### src/rtl/mem_access_unit.sv
// Data-side memory access sequencer: issues one load/store per MEM-stage request,
// stalls the pipeline until the memory response, and formats load results.
module mem_access_unit (
  input  logic        clk,
  input  logic        rst,
  input  logic        mem_read_req,
  input  logic        mem_write_req,
  input  logic [2:0]  funct3_mem,
  input  logic [31:0] mem_address,
  input  logic [1:0]  mem_address_last_two_bits,
  input  logic [31:0] mem_wdata,
  input  logic [3:0]  mem_byte_enable,
  output logic        data_read,
  output logic        data_write,
  output logic [31:0] data_addr,
  output logic [31:0] data_wdata,
  output logic [3:0]  data_mbe,
  input  logic [31:0] data_rdata,
  input  logic        data_resp,
  output logic        stall_mem,
  output logic [31:0] load_data,
  output logic        load_valid
);

  typedef enum logic [1:0] {IDLE, BUSY, DONE} state_t;

  state_t      state;
  logic [2:0]  funct3_p0;
  logic [1:0]  offset_p0;
  logic        is_read_p0;

  // Halfword lanes follow offset[1] only, matching the 0011/1100 store enables.
  function automatic logic [31:0] format_load(input logic [2:0]  f3,
                                              input logic [1:0]  off,
                                              input logic [31:0] word);
    logic signed [7:0]  byte_s;
    logic signed [15:0] half_s;
    byte_s = word[{off, 3'b000} +: 8];
    half_s = off[1] ? word[31:16] : word[15:0];
    case (f3)
      3'b000:  format_load = {{24{byte_s[7]}}, byte_s};
      3'b100:  format_load = {24'd0, byte_s};
      3'b001:  format_load = {{16{half_s[15]}}, half_s};
      3'b101:  format_load = {16'd0, half_s};
      default: format_load = word;
    endcase
  endfunction

  assign stall_mem = ((state == IDLE) && (mem_read_req || mem_write_req)) || (state == BUSY);

  always_ff @(posedge clk or posedge rst) begin
    if (rst) begin
      state      <= IDLE;
      data_read  <= 1'b0;
      data_write <= 1'b0;
      data_addr  <= 32'd0;
      data_wdata <= 32'd0;
      data_mbe   <= 4'd0;
      funct3_p0  <= 3'd0;
      offset_p0  <= 2'd0;
      is_read_p0 <= 1'b0;
      load_data  <= 32'd0;
      load_valid <= 1'b0;
    end else begin
      load_valid <= 1'b0;
      case (state)
        // Request capture: a store wins when both request lines are high.
        IDLE: begin
          if (mem_read_req || mem_write_req) begin
            data_addr  <= mem_address;
            data_wdata <= mem_wdata;
            data_mbe   <= mem_byte_enable;
            funct3_p0  <= funct3_mem;
            offset_p0  <= mem_address_last_two_bits;
            is_read_p0 <= !mem_write_req;
            data_write <= mem_write_req;
            data_read  <= !mem_write_req;
            state      <= BUSY;
          end
        end
        // Response stage: drop the handshake and register the formatted load.
        BUSY: begin
          if (data_resp) begin
            data_read  <= 1'b0;
            data_write <= 1'b0;
            if (is_read_p0) begin
              load_data  <= format_load(funct3_p0, offset_p0, data_rdata);
              load_valid <= 1'b1;
            end
            state <= DONE;
          end
        end
        // DONE always returns to IDLE so a still-held request is never re-issued.
        DONE:    state <= IDLE;
        default: state <= IDLE;
      endcase
    end
  end

endmodule
### config.mk
export PLATFORM = sky130hd
export DESIGN_NAME = mem_access_unit
export DESIGN_NICKNAME = d
export VERILOG_FILES = /design/src/rtl/mem_access_unit.sv
export SDC_FILE = /design/constraint.sdc
export NUM_CORES = 1
export LEC_CHECK = 0
export CORE_MARGIN = 2
export CORE_UTILIZATION = 45
export CTS_CLUSTER_DIAMETER = 40
export DETAILED_ROUTE_END_ITERATION = 7
export GPL_TIMING_DRIVEN = 0
export PLACE_DENSITY = 0.82
export SYNTH_ARGS = -nofsm -noshare
export SYNTH_HDL_FRONTEND = slang
export SYNTH_SLANG_ARGS = --single-unit
### constraint.sdc
create_clock -name clk -period 7.79 [get_ports clk]
set_input_delay 1.558 -clock clk [delete_from_list [all_inputs] [get_ports clk]]
set_output_delay 1.558 -clock clk [all_outputs]
set_load 0.03 [all_outputs]
==> results.yml, run 1 <==
run_status:
  status: "finished clean"
final_layout:
  drive_above_1_share_pct: 5.83
  final_area_sq_mm: 0.00718
  nFillCells: 792
  seqCellArea_sq_mm: 0.00278
  fin_util_pct: 70.5
  antenna-diode-count: 0
  multi_input_area_sq_mm: 0.00175
  fin_nets: 843
  area_growth_pct: 53.6
setup_path:
  critPathCaptureType: "output port"
  path_cells: "clkdlybuf4s50_1 > o21ai_0 > buf_2 > buf_2 > nand2_1 > clkdlybuf4s50_1"
  crit_path_start_kind: "input pin"
  crit_buf_inv: 4
  critical_path_required_ps: 6230
  arrival_ps: 3610
  cp_top_family: "buffers and inverters"
  path_max_fanout: 10
  crit_type: "in -> out"
  cp_slowest_cell: "clkdlybuf4s50_1"
  slowest_delay_ps: 600
power_and_ir_drop:
  leakage_uw: 0.00338
  ir_worst_vdd_uv: 238
  powerDensity_mw_per_mm2: 434
  p_total_uw: 3120
clock_tree:
  clk_path_buf_depth: 2
  cts_hold_buf: 0
  htree_num_levels: 3
  post_cts_buffers: 0
  ctsRootBufferMaster: "clkbuf_8"
  cts.sinks: 111
  cts_tree: "built"
  cts-resized-gates: 0
  insertion_delay_ps: 370
  cts_made_buffers: 9
  clkTransAtPathRegs_ps: 90
grt:
  grt_pass1_wl_microns: 22000
  grt_pass1_vias: 4444
  grt_max_degree: 65
  overflow: 0
  track_usage_pct: 25.1
  antenna_found_initial: 0
detailed_routing:
  wl_met1_microns: 5450
  viasPerCell: 5.04
  drc: 0
  vias: 4402
  wl_met2_microns: 6740
  drtAntennaViolNets: 0
  highest_layer: "met4"
  routed-wl-met3_microns: 1250
  wl_per_cell_microns: 15.7
  drtIter0Drc: 231
  drt_first_pass_iters: 8
  wirelength_microns: 13800
floorplan:
  core_area_sq_mm: 0.0102
  io_pins: 214
  die_w_microns: 106
  rows: 37
  dieArea_sq_mm: 0.0112
  initial_core_util_pct: 45.9
  die_h_microns: 106
logic_synthesis:
  synth.net_count: 618
  ys_seq_elements: 111
  ys_seq_area_share_pct: 59.4
  syn_inst: 508
  synth.cell_area_sq_mm: 0.00468
  synth_cell_types: 37
  synth_warnings: 0
  synth.avg_cell_area_sq_um: 9.21
timing:
  period_share_pct: 66.3
  slew_headroom_pct: 58.7
  fin_tns_setup_ps: 0
  drv_slew: 0
  fmax_mhz: 194
  tightest_slew_ps: 620
  setup_viol: 0
  period_needed_ps: 5160
  finalClockSkew_ps: 9.11
  finalHoldViolCount: 0
  grt_setup_unrepaired: "false"
worst_hold_path:
  hold_path.class: "reg -> reg"
placement:
  dpl.hpwl_microns: 10500
  gp_congestion: 0.920
  placed_cell_area_sq_mm: 0.00701
  numPortBuffers: 213
flow_run:
  max_cap_viol_count: 0
layout make-up:
type                    instances  area share [%]
flip-flops and latches        111            38.7
repair buffers                214            30.1
clock inverters                 5           0.470
inverters                       6           0.348
well taps                     136            2.37
clock buffers                  11            1.97
plain buffers                  27            1.76
multi-input cells             364            24.4
state kept, by name (all words and copies together) (netlist names), 2 cells and up:
register	count
data_addr	32
data_wdata	32
load_data	32
data_mbe	4
funct3_p0	3
offset_p0	2
state	2
synthesized netlist by cell type:
cell type	n	area share (%)
nor2_1	17	1.4
nor3b_2	1	0.27
or3_1	1	0.13
nor3b_1	1	0.16
nand2b_4	1	0.29
buf_2	8	0.86
nand3_1	31	3.3
a222oi_1	7	1.5
o21a_1	1	0.16
clkbuf_1	9	0.72
nand2_1	246	20
nand2b_1	1	0.13
or2_0	4	0.53
buf_6	2	0.48
inv_2	1	0.080
a21oi_1	3	0.32
dfrtp_1	111	59
mux2i_1	4	0.86
a22oi_1	2	0.32
and3b_1	1	0.19
mux2_2	3	0.72
o21ai_0	14	1.5
nor2b_1	4	0.53
mux2_4	4	1.3
buf_1	8	0.64
o21bai_1	1	0.16
a221oi_1	7	1.3
or2_2	2	0.27
nand3_2	1	0.21
o21ai_1	1	0.11
mux4_2	1	0.48
o2bb2ai_1	1	0.19
nand4_4	1	0.45
o221ai_4	1	0.56
a211oi_1	1	0.16
inv_1	5	0.40
or3b_1	1	0.19
worst reg2reg max path: stages (launching register included):
cell and delay [ps]:
dfrtp_1 500, buf_6 210, mux2_4 320, or2_0 200, a221oi_1 380, nor2_1 90
through the flow:
step	hold WS [ps]	setup WS (ps)	instances
4_1_cts	486	2600	874
6_report	479	2630	874
2_1_floorplan	488	3300	508
3_5_place_dp	462	2630	858
5_1_grt	505	2470	874
3_3_place_gp	457	1800	857
worst paths after layout:
check | start | to | slack (ps) | cells past startpoint
max reg2reg | offset_p0[1] | load_data[8] | 5960 | 5
min | data_addr[5] | data_addr[5] | 480 | 2
min reg2reg | data_addr[5] | data_addr[5] | 480 | 2
min in group asynchronous | rst | load_data[16] | 1630 | 2
max in group asynchronous | rst | data_addr[26] | 5430 | 3
max | mem_write_req | stall_mem | 2630 | 6
kinds of logic after synthesis:
group           Yosys count  synth area share (%)
simple gates            313                  27.8
flops                   111                  59.4
compound gates           39                  6.29
buf+inv                  33                  3.18
mux                      12                  3.34
power by group:
group          total [uW]  internal [uW]  switching, uW
combinational        1790            714           1070
clock                 313            125            188
sequential           1020            847            168
total                3120           1690           1430
routing by layer:
layer  up-vias  global-route usage (%)
met1      2086                    30.9
met3        24                    7.54
li1       2094                       -
met2       198                    41.5
met5         -                       0
met4         0                    10.5
placed cells by master, fill, tap and decap left out, types with 2 or more instances in the layout:
master	n
a221oi_1	7
a22oi_1	2
clkbuf_8	10
or2_2	2
nor2_1	17
buf_6	2
o21ai_0	14
or2_0	4
inv_1	4
clkinv_2	2
mux2i_1	4
clkbuf_1	10
mux2_2	3
mux2_4	4
dfrtp_1	111
buf_1	8
nor2b_1	4
nand2_1	246
nand3_1	31
clkdlybuf4s50_1	213
clkinvlp_4	2
a21oi_1	3
a222oi_1	7
buf_2	8
(Power assumes the default switching activity.)
==> run 2, diff against run 1 <==
- CORE_UTILIZATION: 45 -> 42
- PLACE_DENSITY: 0.82 -> 0.77
- clock period: 7.79 -> 5.09 ns (I/O delays scaled with it)
==> run 2 against run 1 <==
Clock power grew 56%. Cell count up 0.46%. Sequential power rose by 52%. Via count grew 0.11%. Worst hold slack hardly changed. Sequential share of layout area barely moved. Power up 53%. Combinational power is 53% higher. Global-route usage fell by 1.9 points. Critical endpoint unchanged. Sequential cell count stayed put. Count of clock-buffer cells in the layout up 1. Clock skew about the same. Largest cell class unchanged.
==> results.yml, run 2 (synthesis results as in run 1) <==
run_status:
  status: "finished clean"
setup_path:
  arrival_ps: 3040
  critical_path_required_ps: 4070
  r2r_end: "load_data[8]"
  r2r_start: "offset_p0[1]"
  reg2reg_slack_ps: 3190
  crit_path_start_kind: "input pin"
  worstSetupEndpoint: "stall_mem"
  path_max_fanout: 10
  r2r_cells: 5
  critPathCaptureType: "output port"
  crit_start: "mem_write_req"
  crit_type: "in -> out"
clock_tree:
  cts_hold_buf: 0
  insertion_delay_ps: 370
  clkTransAtPathRegs_ps: 100
  ctsRootBufferMaster: "clkbuf_8"
  cts.sinks: 111
  post_cts_buffers: 0
  cts_tree: "built"
  clk_path_buf_depth: 2
  cts_made_buffers: 9
  htree_num_levels: 3
  cts-resized-gates: 0
power_and_ir_drop:
  power.share.sequential_pct: 32.5
  switching_share_pct: 46.0
  ir_worst_vdd_uv: 335
  p_sw_uw: 2190
  internal-power_uw: 2580
  p_total_uw: 4780
  clkPwrFrac_pct: 10.2
  combinationalPowerShare_pct: 57.3
  powerDensity_mw_per_mm2: 664
  leakage_uw: 0.00337
timing:
  tightest_slew_ps: 692
  fmax_mhz: 247
  period_share_pct: 79.7
  finalClockSkew_ps: 8.78
  grt_setup_unrepaired: "false"
  setup_viol: 0
  finalHoldViolCount: 0
  slew_headroom_pct: 53.9
  drv_slew: 0
  fin_tns_setup_ps: 0
  period_needed_ps: 4060
  worst_slack_ps: 1030
floorplan:
  rows: 38
  io_pins: 214
  die_w_microns: 110
  initial_core_util_pct: 43.1
  dieArea_sq_mm: 0.0120
  core_area_sq_mm: 0.0108
  die_h_microns: 110
worst_hold_path:
  worstHoldStart: "data_wdata[4]"
  hold_path.class: "reg -> reg"
final_layout:
  area_growth_pct: 53.7
  fin_util_pct: 66.3
  nFillCells: 913
  seqCellArea_sq_mm: 0.00278
  final_area_sq_mm: 0.00719
  mostFrequentLayoutCells: "nand2_1 (246), clkdlybuf4s50_1 (213), dfrtp_1 (111)"
  multi_input_area_sq_mm: 0.00175
  top_regs: "data_addr: 32 flops, data_wdata: 32 flops, load_data: 32 flops"
  antenna-diode-count: 0
  drive_above_1_share_pct: 5.69
  mostFrequentLayoutCell: "nand2_1"
  fin_nets: 843
placement:
  placed_cell_area_sq_mm: 0.00701
  pre_cts_slack_ps: 987
  numPortBuffers: 213
  gp_congestion: 0.896
  dpl.hpwl_microns: 10400
grt:
  grt_pass1_vias: 4339
  overflow: 0
  track_usage_pct: 23.3
  antenna_found_initial: 0
  grt_pass1_wl_microns: 21500
  grt_max_degree: 59
detailed_routing:
  vias: 4407
  drtAntennaViolNets: 0
  drtIter0Drc: 240
  drc: 0
  wirelength_microns: 13800
  wl_per_cell_microns: 15.7
  drt_first_pass_iters: 5
  viasPerCell: 5.02
flow_run:
  max_cap_viol_count: 0
-- run 2: changes by cell type in the layout (fill, tap and decap cells not counted) --
cell,previous run,this run
clkbuf_1,10,11
clkinvlp_4,2,3
clkinv_2,2,0
-- run 2: layer usage --
layer	track usage, %	share of wire (%)	up-vias
met3	6.64	9.2	21
met4	8.68	2.1	0
met5	0	0	-
met1	28.7	40	2077
li1	-	-	2092
met2	38.8	49	217
-- run 2: worst max-delay path, cell delays in order --
cell and delay [ps]:
clkdlybuf4s50_1 490, o21ai_0 290, buf_2 300, buf_2 250
nand2_1 80, clkdlybuf4s50_1 610
-- run 2: power groups by stage --
| stage | Sequential [uW] | Clock, uW | Combinational (uW) |
|---|---|---|---|
| finish | 1550 | 488 | 2740 |
| global route | 1600 | 549 | 2940 |
| CTS | 1550 | 504 | 2760 |
| detailed placement | 1560 | 0 | 2750 |
| global placement | 1540 | 0 | 2700 |
| floorplan | 2300 | 0 | 853 |
-- run 2: area by class of cell --
type | count | share of cell area [%]
Tap cell | 140 | 2.44
Buffer | 27 | 1.76
Sequential cell | 111 | 38.6
Inverter | 6 | 0.348
Timing Repair Buffer | 214 | 30.0
Clock inverter | 4 | 0.435
Clock buffer | 12 | 2.02
Multi-Input combinational cell | 364 | 24.3
-- run 2: worst min-delay path by stage --
stage                          endpoint  slack, ps  depth (start not counted)
after global placement    data_addr[30]        460                          2
final                     data_wdata[4]        480                          2
after floorplan              data_write        490                          1
after detailed placement  data_wdata[4]        460                          2
after global routing      data_addr[24]        510                          2
after CTS                 data_wdata[4]        490                          2
-- run 2: stage by stage --
stage	std cells	hold WS [ps]
floorplan	508	488
global placement	861	458
detailed placement	862	461
CTS	878	485
global route	878	509
finish	878	479
==> run 3, diff against run 2 <==
- clock period: 5.09 -> 4 ns (I/O delays scaled with it)
==> results of run 3 <==
The final DEF is identical to that of run 2. Status: finished clean.
Main changes from that run: setup slack after placement 987 ps -> 333 ps; setup slack after layout 1030 ps -> 380 ps; register-to-register setup slack 3190 ps -> 2100 ps; total power 4780 uW -> 6080 uW; worst IR drop on VDD 335 uV -> 427 uV
